===== src/rtl/esp32_spi_master_if.sv =====
// Request/response and SPI pin bundle for esp32_spi_master.
// slave = the SPI master core; master = the requester that also sits on the SPI wires.
interface esp32_spi_master_if;
  logic        req_valid;
  logic        req_ready;
  logic [1:0]  req_op;
  logic [2:0]  req_space;
  logic [23:0] req_addr;
  logic [7:0]  req_wdata;
  logic        rsp_valid;
  logic [7:0]  rsp_data;
  logic        busy;
  logic        sclk;
  logic        mosi;
  logic        miso;

  modport master (
    output req_valid, req_op, req_space, req_addr, req_wdata, miso,
    input  req_ready, rsp_valid, rsp_data, busy, sclk, mosi
  );

  modport slave (
    input  req_valid, req_op, req_space, req_addr, req_wdata, miso,
    output req_ready, rsp_valid, rsp_data, busy, sclk, mosi
  );
endinterface


===== src/rtl/esp32_spi_master.sv =====
// SPI mode-0 initiator for the ESP32 link register/memory protocol.
// One transaction at a time: optional sync byte, CMD, address/index, data or turnaround+read.
module esp32_spi_master #(
  parameter int CLK_DIV      = 4,
  parameter bit USE_SYNC     = 1'b1,
  parameter int IDLE_GAP_CYC = 16
) (
  input logic clk,
  input logic rst_n,
  esp32_spi_master_if.slave bus
);

  typedef enum logic [1:0] {IDLE, SHIFT, GAP} state_t;

  localparam int DW = (CLK_DIV > 1) ? $clog2(CLK_DIV) : 1;
  localparam int GW = $clog2(IDLE_GAP_CYC + 2);
  localparam logic [DW-1:0] DIV_LAST = DW'(CLK_DIV - 1);
  localparam logic [GW-1:0] GAP_LAST = GW'(IDLE_GAP_CYC);
  localparam logic [1:0] OP_REG_WR = 2'd0;
  localparam logic [1:0] OP_MEM_WR = 2'd2;

  // Byte k of the frame; space only reaches the CMD byte for MEM ops.
  function automatic logic [7:0] frameByte(input logic [1:0] op, input logic [2:0] space,
                                           input logic [23:0] addr, input logic [7:0] wdata,
                                           input logic [2:0] k);
    logic [7:0] b;
    logic [2:0] j;
    b = 8'h00;
    j = USE_SYNC ? (k - 3'd1) : k;
    if (USE_SYNC && (k == 3'd0)) begin
      b = 8'hA5;
    end else begin
      case (j)
        3'd0:    b = {1'b1, op, 2'b00, (op[1] ? space : 3'b000)};
        3'd1:    b = op[1] ? addr[23:16] : {1'b0, addr[6:0]};
        3'd2:    b = op[1] ? addr[15:8] : ((op == OP_REG_WR) ? wdata : 8'h00);
        3'd3:    b = op[1] ? addr[7:0] : 8'h00;
        3'd4:    b = (op == OP_MEM_WR) ? wdata : 8'h00;
        default: b = 8'h00;
      endcase
    end
    return b;
  endfunction

  function automatic logic [2:0] lastByteIdx(input logic [1:0] op);
    logic [2:0] n;
    case (op)
      2'd0:    n = 3'd2;
      2'd1:    n = 3'd3;
      2'd2:    n = 3'd4;
      default: n = 3'd5;
    endcase
    return n + (USE_SYNC ? 3'd1 : 3'd0);
  endfunction

  state_t         r_state;
  logic [1:0]     r_op;
  logic [2:0]     r_space;
  logic [23:0]    r_addr;
  logic [7:0]     r_wdata;
  logic [2:0]     r_lastByte;
  logic [2:0]     r_byteIdx;
  logic [2:0]     r_bitCnt;
  logic [DW-1:0]  r_divCnt;
  logic [GW-1:0]  r_gapCnt;
  logic [7:0]     r_rxShift;
  logic           r_sclk;
  logic           r_mosi;
  logic           r_rspValid;
  logic [7:0]     r_rspData;

  logic [7:0] w_firstByte;
  logic [7:0] w_curByte;
  logic [7:0] w_nextByte;
  logic [2:0] w_nextBit;
  logic       w_divDone;

  assign w_firstByte = frameByte(bus.req_op, bus.req_space, bus.req_addr, bus.req_wdata, 3'd0);
  assign w_curByte   = frameByte(r_op, r_space, r_addr, r_wdata, r_byteIdx);
  assign w_nextByte  = frameByte(r_op, r_space, r_addr, r_wdata, r_byteIdx + 3'd1);
  assign w_nextBit   = r_bitCnt + 3'd1;
  assign w_divDone   = (r_divCnt == DIV_LAST);

  // mosi only moves on the sclk falling cycle, so the slave always sees it settled on the rise.
  always_ff @(posedge clk) begin
    if (!rst_n) begin
      r_state    <= IDLE;
      r_op       <= 2'd0;
      r_space    <= 3'd0;
      r_addr     <= 24'd0;
      r_wdata    <= 8'h00;
      r_lastByte <= 3'd0;
      r_byteIdx  <= 3'd0;
      r_bitCnt   <= 3'd0;
      r_divCnt   <= '0;
      r_gapCnt   <= '0;
      r_rxShift  <= 8'h00;
      r_sclk     <= 1'b0;
      r_mosi     <= 1'b0;
      r_rspValid <= 1'b0;
      r_rspData  <= 8'h00;
    end else begin
      r_rspValid <= 1'b0;
      case (r_state)
        IDLE: begin
          if (bus.req_valid) begin
            r_op       <= bus.req_op;
            r_space    <= bus.req_space;
            r_addr     <= bus.req_addr;
            r_wdata    <= bus.req_wdata;
            r_lastByte <= lastByteIdx(bus.req_op);
            r_byteIdx  <= 3'd0;
            r_bitCnt   <= 3'd0;
            r_divCnt   <= '0;
            r_sclk     <= 1'b0;
            r_mosi     <= w_firstByte[7];
            r_state    <= SHIFT;
          end
        end
        SHIFT: begin
          if (!w_divDone) begin
            r_divCnt <= r_divCnt + DW'(1);
          end else begin
            r_divCnt <= '0;
            if (!r_sclk) begin
              r_sclk    <= 1'b1;
              r_rxShift <= {r_rxShift[6:0], bus.miso};
            end else begin
              r_sclk <= 1'b0;
              if (r_bitCnt != 3'd7) begin
                r_bitCnt <= w_nextBit;
                r_mosi   <= w_curByte[~w_nextBit];
              end else if (r_byteIdx != r_lastByte) begin
                r_bitCnt  <= 3'd0;
                r_byteIdx <= r_byteIdx + 3'd1;
                r_mosi    <= w_nextByte[7];
              end else begin
                // Read ops end on the read byte, so the shift register holds it now.
                r_mosi     <= 1'b0;
                r_rspValid <= 1'b1;
                r_rspData  <= r_op[0] ? r_rxShift : 8'h00;
                r_gapCnt   <= '0;
                r_state    <= GAP;
              end
            end
          end
        end
        GAP: begin
          if (r_gapCnt == GAP_LAST) r_state <= IDLE;
          else r_gapCnt <= r_gapCnt + GW'(1);
        end
        default: r_state <= IDLE;
      endcase
    end
  end

  assign bus.req_ready = (r_state == IDLE);
  assign bus.busy      = (r_state != IDLE);
  assign bus.sclk      = r_sclk;
  assign bus.mosi      = r_mosi;
  assign bus.rsp_valid = r_rspValid;
  assign bus.rsp_data  = r_rspData;

endmodule


===== src/flat_wrapper.sv =====
// flat-port wrapper written by rule: the top's interface ports become plain ports
module esp32_spi_master_flat 
#(
  parameter int CLK_DIV      = 4,
  parameter bit USE_SYNC     = 1'b1,
  parameter int IDLE_GAP_CYC = 16
)
  (clk, rst_n, bus_req_valid, bus_req_op, bus_req_space, bus_req_addr, bus_req_wdata, bus_miso, bus_req_ready, bus_rsp_valid, bus_rsp_data, bus_busy, bus_sclk, bus_mosi);
  esp32_spi_master_if bus_i ();
  input logic clk;
  input logic rst_n;
  input wire logic [$bits(bus_i.req_valid)-1:0] bus_req_valid;
  input wire logic [$bits(bus_i.req_op)-1:0] bus_req_op;
  input wire logic [$bits(bus_i.req_space)-1:0] bus_req_space;
  input wire logic [$bits(bus_i.req_addr)-1:0] bus_req_addr;
  input wire logic [$bits(bus_i.req_wdata)-1:0] bus_req_wdata;
  input wire logic [$bits(bus_i.miso)-1:0] bus_miso;
  output wire logic [$bits(bus_i.req_ready)-1:0] bus_req_ready;
  output wire logic [$bits(bus_i.rsp_valid)-1:0] bus_rsp_valid;
  output wire logic [$bits(bus_i.rsp_data)-1:0] bus_rsp_data;
  output wire logic [$bits(bus_i.busy)-1:0] bus_busy;
  output wire logic [$bits(bus_i.sclk)-1:0] bus_sclk;
  output wire logic [$bits(bus_i.mosi)-1:0] bus_mosi;
  assign bus_i.req_valid = bus_req_valid;
  assign bus_i.req_op = bus_req_op;
  assign bus_i.req_space = bus_req_space;
  assign bus_i.req_addr = bus_req_addr;
  assign bus_i.req_wdata = bus_req_wdata;
  assign bus_i.miso = bus_miso;
  assign bus_req_ready = bus_i.req_ready;
  assign bus_rsp_valid = bus_i.rsp_valid;
  assign bus_rsp_data = bus_i.rsp_data;
  assign bus_busy = bus_i.busy;
  assign bus_sclk = bus_i.sclk;
  assign bus_mosi = bus_i.mosi;
  esp32_spi_master #(.CLK_DIV(CLK_DIV), .USE_SYNC(USE_SYNC), .IDLE_GAP_CYC(IDLE_GAP_CYC)) u_core (.clk(clk), .rst_n(rst_n), .bus(bus_i));
endmodule

===== config.mk =====
export PLATFORM = sky130hd
export DESIGN_NAME = esp32_spi_master_flat
export DESIGN_NICKNAME = d
export VERILOG_FILES = /design/src/rtl/esp32_spi_master_if.sv /design/src/rtl/esp32_spi_master.sv /design/src/flat_wrapper.sv
export SDC_FILE = /design/constraint.sdc
export NUM_CORES = 1
export LEC_CHECK = 0
export CORE_UTILIZATION = 45
export CTS_CLUSTER_SIZE = 40
export DETAILED_ROUTE_END_ITERATION = 8
export PLACE_DENSITY = 0.79
export SLEW_MARGIN = 40
export SYNTH_ARGS = -nofsm -noshare
export SYNTH_HDL_FRONTEND = slang
export SYNTH_SLANG_ARGS = --single-unit
export TNS_END_PERCENT = 50

===== constraint.sdc =====
create_clock -name clk -period 3.5 [get_ports clk]
set_clock_uncertainty 0.2 [all_clocks]
set_input_delay 0.525 -clock clk [delete_from_list [all_inputs] [get_ports clk]]
set_output_delay 0.525 -clock clk [all_outputs]
set_load 0.1 [all_outputs]

==> results.md <==
- Syn Inst Count: 411
- I/O pin cnt: 54
- Flop2flop setup slack: 0.65 ns
- Asr flop ratio synth: 0%
- Sum of buffers and inverters on the critical path: 1
- Chip width: 90.35 µm
- Pins Over Slew Limit: 0
- Pre-CTS setup slack: 0.7095 ns
- Synth Register Bits: 74
- Slowest stage delay, CP: 0.49 ns
- Initial antenna violation count: 0
- Tmin final: 2.846 ns
- Crit path to: u_core.bus.mosi$_SDFFE_PN0P_
- Max-cap viol count: 0
- Area delta synth->final: 20.45%
- Tcrit/Tclk final: 81.30%
- Hold WS: 0.2641 ns
- Port bufs: 53
- Primary FF master, synth: dfxtp_1
- Post-CTS Setup Inserts: 0
- Slew @ Worst Pin: 0.6139 ns
- DP Area: 4029 µm²
- Worst min path class: reg2reg
- Total gr overflow: 0
- Count of cell types in the netlist: 50
- Final worst setup slack: 0.6544 ns
- Worst r2r path cells: 9
- GP Congestion: 0.9063
- Core area: 7408 µm²
- EDFF count, synth: 0
- Setup TNS Final: 0 ns
- WS Path Type: reg2reg
- Status: completed
- Crit path DAT: 2.95 ns
- DP Wirelength: 5.542 mm
- Count leader, synth: nand2_1
- CTS tree: built
- Synth top cells by count: nand2_1, dfxtp_1, a21boi_0
- Maximum clock insertion buffer count: 2
- Top-area cell type share of the netlist area: 42.18%
- Mapped Area: 3512 µm²
- Worst-path fanout max: 10
- Stages on worst setup path: 9
- Slew headroom: 58.64%
- Cells taking the most area after synthesis: dfxtp_1, nand2_1, a21boi_0
- CP endpoint kind: flop
- Fraction of layout cells with a size suffix above 1: 9.565%
- # clock sinks: 74
- Slowest stage cell on the critical path: dfxtp_1
- FMAX: 351.4 MHz
- Chip height: 90.35 µm
- Clock Tree Root: clkbuf_8
- Final wirelength: 7.657 mm
- Nets: 512
- Cell breakdown of the critical path: inv_1, ha_1, ha_1, nand3b_1, a21oi_4, a221o_1, nand4_1, a221o_1, o21ai_1
- Die area: 8162 µm²
- Post-cts sizing count: 0
- Reg clk slew, reported paths: 0.08 ns
- Vias in the first global route: 2872
- Sequential cell area fraction in the yosys report: 42.18%
- Mapped Nets: 468
- RR Endpoint: u_core.bus.mosi$_SDFFE_PN0P_
- Row cnt: 31
- DRT Pass-1 Iters: 4
- R2r startpoint: u_core.r_byteIdx[0]$_SDFFE_PN0P_
- Starting Density: 47.41%
- Number of H-tree levels: 3
- Cts hold-fix bufs: 0
- Largest net degree at the start of global routing: 39
- Leading area contributor after synthesis: dfxtp_1
- VDD IR max: 0.0002137 V
- Clock Latency Late Sink: 0.37 ns
- Crit path max-delay family: compound AO/OA/AOI/OAI gates
- RSZ-0062 raised after global routing: false
- LEAKAGE: 1.585 nW
- First-pass GRT wire length: 13.30 mm
- Worst Setup SP: u_core.r_byteIdx[0]$_SDFFE_PN0P_
- # diodes: 0
- Syn Area/Cell: 8.545 µm²
- Pwr per Cell Area: 417.9 nW/µm²
- Via density: 5.326
- Yosys warnings: 0
- Starting DRT DRC Count: 149
- Total CTS buffers: 9
- Total number of vias: 2977
- DRC viols: 0
- Cell area after layout: 4230 µm²
- WP data required: 3.60 ns
- Worst hold path stage count: 2
- Routed Antenna Nets: 0
- Startpoint types: flop
- Final setup fails: 0
- Routed WL per cell: 13.70 µm
- GRT Total Usage: 20.26%
- Final hold viol count: 0
logic make-up (layout without fill, tap and decap cells):
kind of cell             count (synthesis)  count (layout)  synth area share [%]
AO/OA/AOI/OAI                          111             111                 24.12
flip-flops                              74              74                 42.18
buffers and inverters                   37              86                 4.703
multiplexers                             2               2                0.5700
XOR/XNOR                                 7               7                 1.746
adder cells (fa/ha/maj)                 16              16                 5.700
AND/OR/NAND/NOR                        164             164                 20.98
flip-flops by register name, indices dropped and copies added, names as in the netlist, 3 cells and up:
name / count
u_core.r_wdata: 8
u_core.r_bitCnt: 3
u_core.r_lastByte: 3
u_core.r_rxShift: 8
u_core.r_space: 3
u_core.bus.rsp_data: 8
u_core.r_addr: 24
u_core.r_byteIdx: 3
u_core.r_gapCnt: 5
final cells by class:
cell class                 instances  area (µm²)
fill                             657        3178
multi-input combinational        300        1868
sequential                        74        1481
timing repair buffer              58       510.5
clock buffer                       9       123.9
tap                               99       123.9
clock inverter                     7       77.57
inverter                          12       45.04
power breakdown:
part,switching (W),leakage [nW],internal (W)
Sequential,0.0000266,0.603,0.000874
Combinational,0.0000986,0.893,0.0000855
Clock,0.000350,0.0885,0.000333
per-stage QoR:
stage	total power, W	util [%]	instances
after global routing	0.001849	57.10	559
after global placement	0.001100	55.02	543
after floorplan	0.001025	-	411
final	0.001768	57.10	559
after detailed placement	0.001104	54.38	543
after CTS	0.001780	57.10	559
worst min-delay path by stage:
| stage | start | end |
|---|---|---|
| global route | u_core.r_addr[17]$_SDFFE_PN0P_ | u_core.r_addr[17]$_SDFFE_PN0P_ |
| finish | u_core.r_addr[19]$_SDFFE_PN0P_ | u_core.r_addr[19]$_SDFFE_PN0P_ |
| CTS | u_core.r_addr[15]$_SDFFE_PN0P_ | u_core.r_addr[15]$_SDFFE_PN0P_ |
| detailed placement | u_core.r_addr[15]$_SDFFE_PN0P_ | u_core.r_addr[15]$_SDFFE_PN0P_ |
| floorplan | u_core.r_wdata[6]$_SDFFE_PN0P_ | u_core.r_wdata[6]$_SDFFE_PN0P_ |
| global placement | u_core.r_wdata[6]$_SDFFE_PN0P_ | u_core.r_wdata[6]$_SDFFE_PN0P_ |
layer usage:
layer	track usage [%]	routed length (µm)	up-vias
met1	25.98	3750	1384
met5	0	0	-
li1	-	-	1517
met4	9.274	187	0
met2	31.23	3432	62
met3	6.061	286	14
layout by cell type (no fill, tap or decap), types with 5 or more instances in the layout:
cell	n
nor2b_1	8
a21oi_1	9
buf_4	8
nor2_1	13
and2_1	7
a22o_1	9
ha_1	16
clkdlybuf4s50_1	40
nand4_1	6
inv_1	12
a22oi_1	6
a21boi_0	46
buf_2	10
nand2_1	99
dfxtp_1	74
nand2b_1	5
clkbuf_8	9
o21ai_0	10
nand3_1	10
worst register-to-register path, stage by stage, from the launching register on:
cell,delay (ns)
dfxtp_1,0.49
inv_1,0.15
ha_1,0.26
ha_1,0.48
nand3b_1,0.22
a21oi_4,0.27
a221o_1,0.18
nand4_1,0.09
a221o_1,0.32
o21ai_1,0.13
Note: power is estimated with default switching activity, not from simulation.
